## config.mk

```make
export PLATFORM = sky130hd
export DESIGN_NAME = univ_shift_register
export DESIGN_NICKNAME = d
export VERILOG_FILES = /design/src/rtl/univ_shift_register.sv
export SDC_FILE = /design/constraint.sdc
export NUM_CORES = 1
export LEC_CHECK = 0
export ABC_CLOCK_PERIOD_IN_PS = 3170
export BUFFER_PORTS_ARGS = -buffer_cell sky130_fd_sc_hd__buf_2
export CAP_MARGIN = 10
export CORE_MARGIN = 8
export CORE_UTILIZATION = 50
export CTS_CLUSTER_DIAMETER = 80
export CTS_CLUSTER_SIZE = 24
export DETAILED_ROUTE_END_ITERATION = 10
export PLACE_DENSITY = 0.8
export SYNTH_ARGS = -nofsm -noshare
export SYNTH_HDL_FRONTEND = slang
export SYNTH_SLANG_ARGS = --single-unit
export TNS_END_PERCENT = 20
```

## constraint.sdc

```tcl
create_clock -name clk -period 3.17 [get_ports clk]
set_input_delay 0.1585 -clock clk [delete_from_list [all_inputs] [get_ports clk]]
set_output_delay 0.1585 -clock clk [all_outputs]
set_load 0.02 [all_outputs]
```

## src/rtl/univ_shift_register.sv

```systemverilog
// Universal shift register with hold/right/left/load modes and an FSM-driven burst shifter.
// Define ROTATE_SHIFT_EN to make burst shifts rotate instead of using sin_r/sin_l as fill.
module univ_shift_register #(
    parameter int WIDTH = 8,
    localparam int CW = $clog2(WIDTH) + 1
) (
    input  logic             clk,
    input  logic             reset,
    input  logic [1:0]       mode,
    input  logic             sin_r,
    input  logic             sin_l,
    input  logic [WIDTH-1:0] d,
    input  logic             start,
    input  logic             dir,
    input  logic [CW-1:0]    amt,
    output logic [WIDTH-1:0] Q,
    output logic             sout_r,
    output logic             sout_l,
    output logic             busy,
    output logic             done
);

    typedef enum logic {
        StIdle,
        StShift
    } state_t;

    state_t           state;
    logic [CW-1:0]    cnt;
    logic             dir_q;
    logic [CW-1:0]    amt_clamped;
    logic             burst_fill;
    logic [WIDTH-1:0] burst_next;

    assign sout_r = Q[0];
    assign sout_l = Q[WIDTH-1];

    always_comb begin
        amt_clamped = (amt > CW'(WIDTH)) ? CW'(WIDTH) : amt;
    end

    always_comb begin
`ifdef ROTATE_SHIFT_EN
        burst_fill = dir_q ? Q[WIDTH-1] : Q[0];
`else
        burst_fill = dir_q ? sin_l : sin_r;
`endif
        burst_next = dir_q ? {Q[WIDTH-2:0], burst_fill} : {burst_fill, Q[WIDTH-1:1]};
    end

    always_ff @(posedge clk or posedge reset) begin
        if (reset) begin
            Q     <= '0;
            state <= StIdle;
            cnt   <= '0;
            dir_q <= 1'b0;
            busy  <= 1'b0;
            done  <= 1'b0;
        end else begin
            done <= 1'b0;
            unique case (state)
                StIdle: begin
                    if (start) begin
                        // Q holds on the accepting edge; a zero-length burst completes at once
                        dir_q <= dir;
                        if (amt_clamped != '0) begin
                            cnt   <= amt_clamped;
                            state <= StShift;
                            busy  <= 1'b1;
                        end else begin
                            done <= 1'b1;
                        end
                    end else begin
                        unique case (mode)
                            2'b00: Q <= Q;
                            2'b01: Q <= {sin_r, Q[WIDTH-1:1]};
                            2'b10: Q <= {Q[WIDTH-2:0], sin_l};
                            2'b11: Q <= d;
                        endcase
                    end
                end
                StShift: begin
                    Q   <= burst_next;
                    cnt <= cnt - CW'(1);
                    if (cnt == CW'(1)) begin
                        state <= StIdle;
                        busy  <= 1'b0;
                        done  <= 1'b1;
                    end
                end
                default: state <= StIdle;
            endcase
        end
    end

endmodule

```

### Word level (Yosys, flattened, before mapping)

Index checks and enable logic that the tools add are counted.

| operators by class | value |
|---|---|
| add/sub/neg operators | 1 |
| multiply operators | 0 |
| div/mod/pow operators | 0 |
| order comparisons | 1 |
| eq/ne operators | 9 |
| shifts and indexed selects | 0 |
| mux-type cells | 21 |
| bitwise gates (word level) | 1 |
| reductions and logical operators | 6 |

Operators by type and width:

| operator | count |
|---|---|
| 8-bit one-hot mux with 3 select lines | 1 |
| 8-bit two-way mux | 2 |
| 8-bit one-hot mux with 2 select lines | 1 |
| 4-bit two-way mux | 3 |
| 1-bit two-way mux | 10 |
| 2-bit != test (second input constant) | 4 |
| 4-bit one-hot mux with 2 select lines | 1 |
| 1-bit one-hot mux with 2 select lines | 3 |
| 2-bit AND reduction | 3 |
| 2-bit equality test (second input constant) | 2 |
| 4-bit by 1-bit equality test with 1-bit output (second input constant) | 1 |
| 4-bit greater-than comparator (second input constant) | 1 |
| 4-bit nonzero test | 1 |
| 4-bit by 1-bit subtractor with 4-bit output (second input constant) | 1 |
| 3-bit AND reduction | 1 |
| 2-bit by 1-bit equality test with 1-bit output (second input constant) | 1 |
| 2-bit zero test | 1 |
| 2-bit by 1-bit != test with 1-bit output (second input constant) | 1 |
| 1-bit inverter | 1 |

| storage, ports and cells | value |
|---|---|
| bits in registers | 16 |
| bits in latches | 0 |
| bits in writable memories | 0 |
| ROM bits | 0 |
| input bits | 20 |
| output and inout port bits | 12 |
| word-level logic and storage cells | 45 |
| memories | 0 |

### Logic depth before layout (Yosys ltp)

| logic depth | value |
|---|---|
| depth after elaboration | 6 |
| mapped depth | 5 |
| depth with buffers taken out | 5 |

### Worst setup path after synthesis

Ideal clock, no wire load.

| timing | value |
|---|---|
| path kind | reg-to-reg |
| start point | reg dir_q |
| end point | reg Q[0] |
| library setup time | 126 ps |
| arrival | 1237 ps |
| data required time | 3044 ps |
| path slack | 1807 ps |
| stages on the path, launching flop included | 4 |
| buffers on the path | 1 |
| clock period less this slack | 1363 ps |
| path through | dfrtp_1 > buf_1 > mux2_2 > a221o_1 |

| on the way | value |
|---|---|
| word-level cells in the longest chain between the ends | 3 |

Ends and longest elaborated chain:

| item | line | source |
|---|---|---|
| from (decl) | 30 | `logic dir_q;` |
| from (signal assigned) | 65 | `dir_q <= dir;` |
| 1-bit two-way mux | 46 | `burst_fill = dir_q ? sin_l : sin_r;` |
| 8-bit two-way mux * | 48 | `burst_next = dir_q ? {Q[WIDTH-2:0], burst_fill} : {burst_fill, Q[WIDTH-1:1]};` |
| 8-bit one-hot mux with 2 select lines * | 61 | `unique case (state)` |
| to (signal assigned) | 76 | `2'b01: Q <= {sin_r, Q[WIDTH-1:1]};` |
| to (signal assigned) | 77 | `2'b10: Q <= {Q[WIDTH-2:0], sin_l};` |
| to (signal assigned) | 83 | `Q <= burst_next;` |
| to (decl) | 16 | `output logic [WIDTH-1:0] Q,` |

Every way passes the cells marked *; elsewhere a longest branch is shown, timed or not.
A chain may end at the register's enable or synchronous reset.

### Worst setup path after layout

| timing | value |
|---|---|
| start point | reg state |
| end point | reg Q[1] |

| on the way | value |
|---|---|
| word-level cells in the longest chain between the ends | 3 |
| elaborated cells on any way between the ends | 5 |
| those cells by class | 2 x eq/ne; 1 x mux; 1 x bitwise; 1 x reduce/logical |

Ends and longest elaborated chain:

| item | line | source |
|---|---|---|
| from (decl) | 28 | `state_t state;` |
| from (signal assigned) | 54 | `state <= StIdle;` |
| from (signal assigned) | 68 | `state <= StShift;` |
| from (signal assigned) | 86 | `state <= StIdle;` |
| 1-bit inverter (no line) | -- |  |
| 2-bit != test (no line) | -- |  |
| 2-bit AND reduction (no line) | -- |  |

Several ways; a longest one is shown, not always the timed one.

==> qor.txt <==
status: finished, final reports clean
clock transition at the registers of the reported paths: 0.10 ns
largest driver fanout on the critical path: 26
Initial Util: 0.537
relative slew slack: 0.524
critical path class: register to register
Yosys warning total: 0
GRT Total Usage: 0.128
RSZ-0062 raised after global routing: no
final count of pins violating max slew: 0
vias per cell: 5.92
required time worst endpoint: 3.34 ns
Worst Path Arrival: 1.82 ns
pwr dens: 888 nW/um^2
area delta synth->final: 15.4%
H-tree depth: 1
Register Area: 400 um^2
Sink Count: 16
Root Buffer Master: clkbuf_4
Filler cells: 190
clock skew: 0.00671 ns
die width: 62.4 um
share of layout cells above drive strength 1: 0.333
Min Clock Period, post-route: 1.65 ns
Clock Latency Late Sink: 0.29 ns
EDFF count, synth: 0
Most used DFF post-synth: dfrtp_1
first-pass GRT wire length: 4.25 mm
Post-Route WL: 2.47 mm
CTS tree: done
hold crit path type: primary input to register
WL/cell: 16.1 um
final setup fails: 0
commonest non-fill, non-tap cell in the layout: buf_2
num rows: 16
final net count: 149
Synth cell types: 32
Worst setup SP type: register
Syn Area/Cell: 10.7 um^2
CP endpoint kind: register
I/O Buffers: 31
via count: 906
initial antenna violation count: 0
share of the synthesized area in the top cell type: 0.373
vias in the first global route: 915
number of max-cap violations: 0
final core utilization: 0.619
GRT overflow: 0
clock tree buffer depth: 2
DRC: 0
Synth Register Bits: 16
die area: 3890 um^2
GP Congestion: 0.785
endpoints failing hold: 0
Seq/Total Area, Yosys: 0.373
Post-synth ARST share: 1.00
most frequent cells in the layout: 31 x buf_2, 16 x dfrtp_1
Core Footprint: 2000 um^2
Synth area leaders: dfrtp_1 37%, a221o_1 7.5%, mux2i_1 7.5%
synthesized area: 1070 um^2
Final Cycle Share: 0.520
DP HPWL: 1.84 mm
Post-Syn Instances: 100
DR pass1 iterations: 4
cts repair resizes: 0
Max Freq: 0.607 GHz
cts bufs inserted: 3
die height: 62.4 um
I/O Pins: 32
setup TNS: 0 ns
largest net degree at the start of global routing: 27
remaining antenna violation count: 0
Leak Pwr: 0.574 nW
Initial DRC Count: 23
top cell type by total area after synthesis: dfrtp_1
# diodes: 0
area of the multi-input gates: 586 um^2
worst-margin pin slew: 0.714 ns
Mapped Nets: 122
maximum VDD drop: 0.000464 V
[cell families after synthesis]
group / synth area share
simple gates: 0.0943
xor+xnor: 0.00815
mux: 0.169
flops: 0.373
fa+ha+maj: 0.0233
buf+inv: 0.0826
compound gates: 0.250
[worst paths after layout]
check                      startpoint  endpoint  slack (ns)  cells after the start
setup / recovery                state      Q[1]        1.52                      3
hold / removal                    dir     dir_q        0.10                      2
setup reg to reg                state      Q[1]        1.52                      3
hold reg to reg                  busy      busy        0.49                      2
max in group asynchronous       reset     state        2.28                      3
min in group asynchronous       reset      Q[4]        0.48                      3
[through the flow]
step                hold WS, ns  worst slack, ns  std cells  cell area (um^2)  power, mW
finish                    0.100             1.52        153              1240       1.10
global route             0.0902             1.38        153              1240       1.19
CTS                      0.0999             1.55        153              1240       1.11
detailed placement        0.273             1.56        148              1190      0.973
global placement          0.259             1.61        148              1190      0.945
floorplan                0.0722             1.81        100              1070      0.838
[worst max-delay path, cell delays in order, from the launching register on]
cell and delay, ns:
dfrtp_1 0.82, inv_1 0.16, and2_4 0.21, a221o_1 0.35
[registers in the layout (all words and copies together) (netlist names)]
name and flops:
Q 8, cnt 4, busy 1, dir_q 1
done 1, state 1
[where the power goes]
group	internal, mW	switching, mW	total, mW
logic	0.258	0.251	0.510
registers	0.303	0.150	0.453
clock network	0.0699	0.0690	0.139
total	0.631	0.471	1.10
[layer usage]
metal	global-route usage	share of wire
met1	0.149	0.41
met2	0.216	0.52
met3	0.0394	0.065
met4	0.0456	0.0097
met5	0	0
[area by class of cell]
| cell class | instances | share of cell area |
|---|---|---|
| multi-input combinational | 69 | 0.472 |
| timing repair buffer | 32 | 0.133 |
| clock buffer | 4 | 0.0293 |
| sequential | 16 | 0.323 |
| inverter | 5 | 0.0151 |
| tap | 27 | 0.0272 |
[cell usage after synthesis (all sizes together) (2+ instances only)]
library cell and n:
ha 2, o21ai 3, dfrtp 16, nor2b 3, a2111oi 8, a221o 8
a221oi 2, a21oi 4, inv 5, mux2i 8, buf 9, nor3 2
nor2 8, mux2 9
[repair_timing]
| action | in CTS | in global routing |
|---|---|---|
| setup buffers | 0 | 0 |
| hold endpoints to repair | 16 | 0 |
| hold buffers | 1 | 0 |
| setup endpoints to repair | 0 | 0 |
Power figures use the tool's default switching activity.
